## config.mk

```make
export PLATFORM = sky130hd
export DESIGN_NAME = bbq_people_counter
export DESIGN_NICKNAME = d
export VERILOG_FILES = /design/src/rtl/bbq_people_counter.sv
export SDC_FILE = /design/constraint.sdc
export NUM_CORES = 1
export LEC_CHECK = 0
export ABC_AREA = 1
export BUFFER_PORTS_ARGS = -buffer_cell sky130_fd_sc_hd__buf_4
export CORE_ASPECT_RATIO = 0.7
export CORE_MARGIN = 2
export CORE_UTILIZATION = 35
export CTS_BUF_LIST = sky130_fd_sc_hd__clkbuf_8
export DETAILED_ROUTE_END_ITERATION = 10
export PLACE_DENSITY_LB_ADDON = 0.25
export SETUP_SLACK_MARGIN = 0.5
export SYNTH_ARGS = -nofsm -noshare
export SYNTH_HDL_FRONTEND = slang
export SYNTH_SLANG_ARGS = --single-unit
export TNS_END_PERCENT = 30
```

## constraint.sdc

```tcl
create_clock -name clk -period 3.2 [get_ports clk]
set_input_delay 0.48 -clock clk [delete_from_list [all_inputs] [get_ports clk]]
set_output_delay 0.48 -clock clk [all_outputs]
set_load 0.01 [all_outputs]
```

## src/rtl/bbq_people_counter.sv

```systemverilog
// ============================================================================
// Module   : bbq_people_counter (with helper bbq_debounce)
// Brief    : Photocell entry/exit debouncing and saturating queue occupancy
//            counter feeding the wait-time lookup ROM.
// Revision : 1.0  initial release
// ============================================================================
`default_nettype none

module bbq_debounce #(
  parameter int DEB_CYCLES = 4
) (
  input  logic clk,
  input  logic rst_n,
  input  logic raw,
  output logic ev
);
  localparam logic [1:0] ST_IDLE = 2'd0;
  localparam logic [1:0] ST_QUAL = 2'd1;
  localparam logic [1:0] ST_HELD = 2'd2;
  localparam logic [7:0] C_DEB   = 8'(DEB_CYCLES);

  logic [1:0] r_sync;
  logic [1:0] r_fill;
  logic       r_armed;
  logic [1:0] r_state;
  logic [1:0] w_state_next;
  logic [7:0] r_dc;
  logic [7:0] w_dc_next;
  logic       w_ev_next;
  logic       w_s;

  assign w_s = r_sync[1];

  // r_armed only sets once a genuine low has passed through the synchroniser,
  // so a beam already blocked across reset must clear before it can count.
  always_ff @(posedge clk or negedge rst_n) begin
    if (!rst_n) begin
      r_sync  <= 2'b00;
      r_fill  <= 2'b00;
      r_armed <= 1'b0;
      r_state <= ST_IDLE;
      r_dc    <= 8'd0;
      ev      <= 1'b0;
    end else begin
      r_sync  <= {r_sync[0], raw};
      r_fill  <= {r_fill[0], 1'b1};
      r_armed <= r_armed | (r_fill[1] & ~w_s);
      r_state <= w_state_next;
      r_dc    <= w_dc_next;
      ev      <= w_ev_next;
    end
  end

  always_comb begin
    w_state_next = r_state;
    w_dc_next    = r_dc;
    case (r_state)
      ST_IDLE: begin
        if (w_s && r_armed) begin
          w_state_next = ST_QUAL;
          w_dc_next    = 8'd1;
        end
      end
      ST_QUAL: begin
        if (!w_s) begin
          w_state_next = ST_IDLE;
          w_dc_next    = 8'd0;
        end else if (r_dc == C_DEB) begin
          w_state_next = ST_HELD;
        end else begin
          w_dc_next = r_dc + 8'd1;
        end
      end
      ST_HELD: begin
        if (!w_s) begin
          w_state_next = ST_IDLE;
          w_dc_next    = 8'd0;
        end
      end
      default: begin
        w_state_next = ST_IDLE;
        w_dc_next    = 8'd0;
      end
    endcase
  end

  always_comb begin
    w_ev_next = 1'b0;
    if ((r_state == ST_QUAL) && w_s && (r_dc == C_DEB)) w_ev_next = 1'b1;
  end

endmodule

module bbq_people_counter #(
  parameter int DEB_CYCLES = 4,
  parameter int MAX_COUNT  = 7
) (
  input  logic       clk,
  input  logic       rst_n,
  input  logic       entry_sensor,
  input  logic       exit_sensor,
  input  logic [1:0] Tcount,
  output logic [3:0] Pcount,
  output logic       full,
  output logic       empty,
  output logic       reject
);
  localparam logic [3:0] C_MAX = 4'(MAX_COUNT);

  logic w_ev_entry;
  logic w_ev_exit;
  logic w_exit_ok;
  logic w_entry_ok;
  logic w_reject_next;
  logic [3:0] w_pcount_next;

  bbq_debounce #(.DEB_CYCLES(DEB_CYCLES)) u_deb_entry (
    .clk   (clk),
    .rst_n (rst_n),
    .raw   (entry_sensor),
    .ev    (w_ev_entry)
  );

  bbq_debounce #(.DEB_CYCLES(DEB_CYCLES)) u_deb_exit (
    .clk   (clk),
    .rst_n (rst_n),
    .raw   (exit_sensor),
    .ev    (w_ev_exit)
  );

  // A simultaneous exit frees a slot, so entry at full is still accepted.
  always_comb begin
    w_exit_ok     = w_ev_exit & (Pcount != 4'd0);
    w_entry_ok    = w_ev_entry & (Tcount != 2'd0) & ((Pcount < C_MAX) | w_exit_ok);
    w_pcount_next = Pcount + {3'b000, w_entry_ok} - {3'b000, w_exit_ok};
    w_reject_next = (w_ev_entry & ~w_entry_ok) | (w_ev_exit & ~w_exit_ok);
  end

  always_ff @(posedge clk or negedge rst_n) begin
    if (!rst_n) begin
      Pcount <= 4'd0;
      full   <= 1'b0;
      empty  <= 1'b1;
      reject <= 1'b0;
    end else begin
      Pcount <= w_pcount_next;
      full   <= (w_pcount_next == C_MAX);
      empty  <= (w_pcount_next == 4'd0);
      reject <= w_reject_next;
    end
  end

endmodule

`default_nettype wire

```

== Yosys cells after proc, flatten, opt, wreduce, memory -nomap -nowiden ==
Cells that the tools add are included.
Widths: inputs -> output; s select.

* Bits in registers: 39
* Word-level logic and storage cells: 88

* $add $sub $neg: 4
* Magnitude comparators: 1
* Equal/unequal tests: 15
* Muxes and demuxes: 22
* Bitwise gates (word level): 15
* Reduce and logical (&&, ||, !) cells: 15

{| class="wikitable"
|+ Operators by type and width
! kind !! number
|-
| $mux 8 || 8
|-
| $pmux 8 s3 || 2
|-
| $add 8x1->8 const B || 2
|-
| $eq 8x3->1 const B || 2
|-
| $mux 2 || 8
|-
| $ne 3x3->1 const B || 4
|-
| $pmux 2 s3 || 2
|-
| $reduce_and 3->1 || 4
|-
| $and 1x1->1 || 7
|-
| $logic_and 1x1->1 || 6
|-
| $add 4x1->4 || 1
|-
| $eq 2x1->1 const B || 2
|-
| $eq 2x2->1 const B || 2
|-
| $eq 4x3->1 const B || 1
|-
| $logic_not 2->1 || 2
|-
| $logic_not 4->1 || 1
|-
| $lt 4x3->1 const B || 1
|-
| $ne 2x1->1 const B || 2
|-
| $ne 2x2->1 const B || 2
|-
| $not 1->1 || 4
|-
| $or 1x1->1 || 4
|-
| $reduce_bool 4->1 || 1
|-
| $sub 4x1->4 || 1
|-
| $mux 1 || 2
|-
| $reduce_bool 2->1 || 1
|}

== Logic depth before layout (Yosys ltp) ==
Gate-level depths: netlist of the first run.

* Word-level depth: 7
* Depth in mapped cells: 14
* Depth with buffers taken out: 14

== Cells and area by module ==
A second synthesis of the first run with hierarchy kept.

* Cells, all modules: 261
* Area, all modules: 2123.3 µm²

{| class="wikitable"
|+ Modules (own cells, without submodules)
! module !! times used !! cells an instance !! area each (µm²) !! seq. area each (µm²)
|-
| bbq_debounce || 2 || 108 || 860.8 || 400.4
|-
| bbq_people_counter || 1 || 45 || 401.6 || 176.4
|}

== Worst setup path after synthesis of the first run ==
Ideal clock, no wire load.

* Kind: register to register
* Start point: register Pcount[2]
* End point: register full
* Data arrival time: 1.935 ns
* Required time: 3.128 ns
* Slack: 1.194 ns
* Cell stages (with the launch flop): 14
* Buffers on the path: 0
* Cell sequence: dfrtp_1 inv_1 ha_1 nand2_1 nand2_1 nand2_1 nand3_1 nand2_1 ha_1 inv_1 fa_1 xnor2_1 nand3_1 nor2_1

* Word-level cells in the longest chain between the ends: 7
* Elaborated cells on any way between the ends: 8

{| class="wikitable"
|+ RTL lines
! what !! line !! text
|-
| start, declared || 103 || <nowiki>output logic [3:0] Pcount,</nowiki>
|-
| start signal, assigned || 146 || <nowiki>Pcount <= w_pcount_next;</nowiki>
|-
| parallel branches: the longest is 5 deep, another holds $lt 4x3->1 || -- ||
|-
| $sub 4x1->4 (*) || 135 || <nowiki>w_pcount_next = Pcount + {3'b000, w_entry_ok} - {3'b000, w_exit_ok};</nowiki>
|-
| net w_pcount_next[2] || 115 || <nowiki>logic [3:0] w_pcount_next;</nowiki>
|-
| $eq 4x3->1 (*) || 147 || <nowiki>full <= (w_pcount_next == C_MAX);</nowiki>
|-
| end signal, assigned || 147 ||
|-
| end, declared || 104 || <nowiki>output logic full,</nowiki>
|}

Mark *: on every way through the listed nets, which the timed path passes.
A chain may end at the register's enable or synchronous reset.

== Final worst setup path of the first run ==
Same ends and word-level chain as after synthesis.

==> results of run 1 <==
-- how the worst max path moves through the flow --
| stage | start | to | slack (ns) | depth (start not counted) |
|---|---|---|---|---|
| 2_1_floorplan | Pcount[2] | full | 1.19 | 13 |
| 3_3_place_gp | Tcount[1] | full | 1.04 | 10 |
| 3_5_place_dp | Tcount[1] | full | 1.00 | 10 |
| 4_1_cts | Pcount[2] | full | 1.05 | 13 |
| 5_1_grt | Pcount[2] | full | 0.87 | 13 |
| 6_report | Pcount[2] | full | 1.08 | 13 |
-- area by class of cell --
class | count | share of cell area
clock buffers | 6 | 0.03548
flip-flops and latches | 37 | 0.3984
well taps | 75 | 0.04032
inverters | 41 | 0.06828
clock inverters | 2 | 0.01452
repair buffers | 12 | 0.03871
multi-input cells | 177 | 0.4043
-- registers in the layout, summed over array words and instances (netlist names) --
name / flops
u_deb_exit.r_armed: 1
u_deb_entry.ev: 1
u_deb_entry.r_state: 2
u_deb_exit.r_fill: 1
reject: 1
full: 1
u_deb_entry.r_fill: 1
Pcount: 4
u_deb_exit.r_state: 2
u_deb_exit.r_sync: 2
u_deb_exit.r_dc: 8
empty: 1
u_deb_entry.r_dc: 8
u_deb_exit.ev: 1
u_deb_entry.r_sync: 2
u_deb_entry.r_armed: 1
-- metal layers --
metal / GRT usage / vias up / wire (µm)
met3: 0.03965 / 5 / 204
li1: - / 842 / -
met4: 0.04286 / 0 / 45
met5: 0 / - / 0
met1: 0.1940 / 694 / 2022
met2: 0.1818 / 33 / 1387
-- cells in the final DEF (no fill, tap or decap), drive strengths merged --
master  instances
fa              1
nand4          11
o22ai           1
nand2          84
conb            1
a21oi           5
clkbuf          6
dfstp           1
o31ai           1
o21ai           4
nor2           27
dfrtp          36
bufinv          1
o21bai          3
nand3          27
clkinv          1
xnor2           2
ha              9
inv            41
o21a            1
buf            12
-- power groups by stage --
stage	registers, mW	logic, mW	clock network (mW)
3_3_place_gp	0.635	0.487	0
2_1_floorplan	0.622	0.359	0
5_1_grt	0.640	0.556	0.452
3_5_place_dp	0.637	0.489	0
6_report	0.627	0.482	0.411
4_1_cts	0.629	0.492	0.426
-- per-stage QoR --
stage | std cells | util | hold slack [ns]
after floorplan | 259 | - | 0.1844
after global routing | 350 | 0.4084 | 0.1831
after CTS | 350 | 0.4084 | 0.1690
final | 350 | 0.4084 | 0.1433
after global placement | 342 | 0.3880 | 0.3324
after detailed placement | 342 | 0.3880 | 0.3347
-- logic make-up after synthesis --
family / Yosys count / synth area share
and+or+nand+nor: 149 / 0.3382
buffers and inverters: 45 / 0.09514
DFF: 37 / 0.4491
AOI/OAI and AO/OA: 15 / 0.04303
adders and majority gates: 10 / 0.06424
xor gates and xnor gates: 2 / 0.008486
other: 1 / 0.001816
==> flow_summary.ini, run 1 <==
[setup_path]
cp_max_fo = 3
start_kind = flop
reg2reg_slack_ns = 1.08
slowest_delay_ns = 0.37
critical-path-slowest-cell = dfrtp_1
setup.worst_path.class = flop to flop
r2r_cells = 13
worst-path-buf-inv = 2
critPathRequiredTime_ns = 3.42
regToRegEndpoint = full
r2r-start = Pcount[2]
critPathMostFrequentCell = nand2_1
arrival_ns = 2.34
path_cells = inv_1 > ha_1 > nand2_1 > nand2_1 > nand2_1 > nand3_1 > nand2_1 > ha_1 > inv_1 > fa_1 > xnor2_1 > nand3_1 > nor2_1
cp_top_family = adder cells
end_kind = flop

[clock_network]
cts.clk_slew.worst_paths_ns = 0.07
cts_sinks = 37
cts_buffer_depth = 2
ctsHoldBuffers = 0
post_cts_resized = 0
cts_tree = yes
clockRootBuffer = clkbuf_8
cts_setup_buffers = 0
htreeDepth = 2
cts_buffers = 5
clk_latency_ns = 0.28

[synth]
synth.area.top_cells = dfrtp_1, nand2_1, nand3_1
synth-main-ff-cell = dfrtp_1
synthArstFlopShare = 1.000
synth_commonest_cells = nand2_1, dfrtp_1, inv_1
synth_edf_count = 0
syn_inst = 259
synth_top_cell_area_share = 0.4364
yosys_warnings = 0
syn-num-nets = 275
syn_area_per_cell_um2 = 7.971
ys_ff_latch = 37
synth_top_area_cell = dfrtp_1
synth_area_um2 = 2064
synth.most_common_cell = nand2_1
ys_seq_area_frac = 0.4491
ys_types = 28

[timing]
finalMaxSlewViolations = 0
fin_crit_ns = 2.119
rsz0062_at_grt = no
setup_slack_ns = 1.081
post-route-period-util = 0.6623
hold_viol = 0
finalSetupTns_ns = 0
max_freq_ghz = 0.4719
setup_viol = 0
finClkSkew_ns = 0.004651

[route]
wl_per_cell_um = 10.46
dr.pass1.iters = 4
via_count = 1574
antenna_left = 0
avgViaCountPerCell = 4.497
drcViolationCount = 0
routed_wl_mm = 3.660
first_iter_violations = 95

[placement]
gp_congestion = 0.8283
io_buffers = 12
dp_slack_ns = 1.004
dp_hpwl_mm = 2.646
place_area_um2 = 2211

[final_layout]
syn_to_final_growth_pct = 12.73
insertedDiodeCount = 0
fin_nets = 290
drive_gt1_frac = 0.1600
fillers = 596
multi_input_area_um2 = 940.9
final_area_um2 = 2327
regArea_um2 = 927.1

[floorplan]
rows = 23
ioPinCount = 13
die-height_um = 68.26
initial_core_util = 0.3623
core_um2 = 5698
fp.dieArea_um2 = 6538
die_w_um = 95.80

[grt]
antenna_found_initial = 0
grt_max_degree = 38
grt_overflow = 0
grt_pass1_wl_mm = 6.541
grt_use_total = 0.1315
grt_pass1_vias = 1385

[pwr]
design_power_total_mw = 1.520
p_seq_frac = 0.413
p_int_mw = 0.9857
power_switching_mw = 0.5345
max-vdd-ir-drop_mv = 0.1884
pwr-share-comb = 0.317
pwr-share-clk = 0.270
power.leakage_nw = 1.214
pwr_density_cell_nw_per_um2 = 653.2
switching_share = 0.3516

[hold_path]
holdCritPathClass = input port to async pin

[run]
maxCapViolations = 0

[run_status]
status = finished clean
Note: power is estimated with default switching activity, not from simulation.
==> run 2: changes to the inputs <==
==> constraint.sdc (replaced) <==
create_clock -name clk -period 1.9 [get_ports clk]
set_input_delay 0.285 -clock clk [delete_from_list [all_inputs] [get_ports clk]]
set_output_delay 0.285 -clock clk [all_outputs]
set_load 0.01 [all_outputs]
==> flow_summary.ini, run 2 (same netlist as run 1, synthesis figures left out) <==
[clock_network]
cts_sinks = 37
htreeDepth = 2
clk_latency_ns = 0.29
cts_buffers = 5
cts.clk_slew.worst_paths_ns = 0.07
clockRootBuffer = clkbuf_8
cts_tree = yes
cts_buffer_depth = 2

[pwr]
max-vdd-ir-drop_mv = 0.5685
pwr-share-clk = 0.232
switching_share = 0.3434
p_seq_frac = 0.346
pwr_density_cell_nw_per_um2 = 1183
pwr-share-comb = 0.422
p_int_mw = 1.996
power.leakage_nw = 1.311
power_switching_mw = 1.044

[setup_path]
arrival_ns = 2.15
critPathRequiredTime_ns = 2.12
r2r-start = Pcount[3]
path_cells = inv_2 > ha_2 > nand3_2 > nand2_1 > nand2_2 > nand3_2 > nand2_2 > ha_4 > inv_2 > fa_2 > inv_2 > nand3_1 > nor2_1
cp-startpoint = Pcount[3]
slowest_delay_ns = 0.43
cp_max_fo = 3
reg2reg_slack_ns = -0.03
setup.worst_path.class = flop to flop
end_kind = flop
r2r_cells = 13
critPathMostFrequentCell = inv_2
start_kind = flop
regToRegEndpoint = full
critical-path-slowest-cell = fa_2

[final_layout]
insertedDiodeCount = 0
drive_gt1_frac = 0.2939
final_common_cell = nand2_1
fin_nets = 311
fillers = 563
layout_common_cells = nand2_1, dfrtp_1, buf_4, inv_1, nand3_1
fin_cells = 371
top_regs = u_deb_entry.r_dc (8), u_deb_exit.r_dc (8), Pcount (4)
syn_to_final_growth_pct = 24.48
final_area_um2 = 2570

[hold_path]
whs_endpoint = u_deb_exit.r_sync[0]
hp-start = exit_sensor
holdPathStages = 1
holdCritPathClass = input port to flop

[floorplan]
fp.dieArea_um2 = 6538
rows = 23
initial_core_util = 0.3623
core_um2 = 5698
die-height_um = 68.26
ioPinCount = 13
die_w_um = 95.80

[placement]
place_area_um2 = 2271
io_buffers = 12
gp_congestion = 0.7553
dp_cells = 348
dp_hpwl_mm = 2.689

[grt]
grt_pass1_vias = 1508
antenna_found_initial = 0
grt_max_degree = 38
grt_pass1_wl_mm = 6.768
grt_overflow = 0
grt_use_total = 0.1342

[route]
via_count = 1651
drcViolationCount = 0
wl_per_cell_um = 10.55
dr.pass1.iters = 4
antenna_left = 0
avgViaCountPerCell = 4.450
routed_wl_mm = 3.913
first_iter_violations = 85

[timing]
rsz0062_at_grt = yes
finalMaxSlewViolations = 0
setup_slack_ns = -0.03368
setup_viol = 3
fin_crit_ns = 1.934
finClkSkew_ns = 0.008693
post-route-period-util = 1.018
hold_viol = 0
max_freq_ghz = 0.5171

[run]
maxCapViolations = 0

[run_status]
status = finished, violations left
violations = negative setup slack
run 2: cell types whose count changed in the layout (fill, tap and decap cells not counted), sizes merged:
cell	change
buf	+20
dlygate4sd3	+1
run 2: through the flow:
stage / setup slack [ns] / hold WS [ns] / total power [mW] / util / TNS, ns
finish: -0.03368 / 0.1079 / 3.039 / 0.4510 / -0.07371
global route: -0.2084 / 0.09332 / 3.269 / 0.4510 / -0.5223
CTS: -0.04878 / 0.09561 / 2.987 / 0.4385 / -0.09310
detailed placement: -0.1061 / 0.2873 / 2.001 / 0.3986 / -0.1914
global placement: -0.06476 / 0.2828 / 1.997 / 0.3986 / -0.1188
floorplan: -0.04797 / -0.01059 / 1.689 / - / -0.07293
run 2: power by group through the flow:
stage	Sequential, mW	Combinational [mW]	Clock, mW
final	1.05	1.28	0.705
after global routing	1.07	1.44	0.763
after CTS	1.05	1.20	0.736
after detailed placement	1.06	0.938	0
after global placement	1.06	0.934	0
after floorplan	1.05	0.638	0
run 2: routing by layer:
layer / track usage / share of wire / up-vias
met2: 0.2045 / 0.40 / 26
met4: 0.03750 / 0.0036 / 0
met5: 0 / 0 / -
li1: - / - / 889
met1: 0.1902 / 0.56 / 734
met3: 0.03304 / 0.041 / 2
run 2: worst max-delay path by stage:
stage / slack (ns) / end / depth (start not counted)
2_1_floorplan: -0.05 / full / 13
3_3_place_gp: -0.06 / full / 13
3_5_place_dp: -0.11 / full / 13
4_1_cts: -0.05 / full / 13
5_1_grt: -0.21 / empty / 14
6_report: -0.03 / full / 13
run 2: critical path: cells and delay by family, from the launching register on:
family | cells | cell delay (ns)
flip-flops | 1 | 0.39
AND/OR/NAND/NOR | 7 | 0.49
buffers and inverters | 3 | 0.21
adder cells (fa/ha/maj) | 3 | 0.77
run 2: timing repair:
item	in CTS	in global routing
hold endpoints to repair	36	0
gates cloned	0	0
setup buffers	9	5
hold buffers	1	0
endpoints found under the setup margin	17	24
gates resized for setup	11	10
pin swaps	4	3
run 2: layout make-up:
cell class | instances | area [µm²] | area share
tap | 75 | 93.84 | 0.03651
sequential | 37 | 930.9 | 0.3622
clock inverter | 2 | 33.78 | 0.01315
multi-input combinational | 177 | 1020 | 0.3968
timing repair buffer | 33 | 250.2 | 0.09737
inverter | 41 | 158.9 | 0.06183
clock buffer | 6 | 82.58 | 0.03213
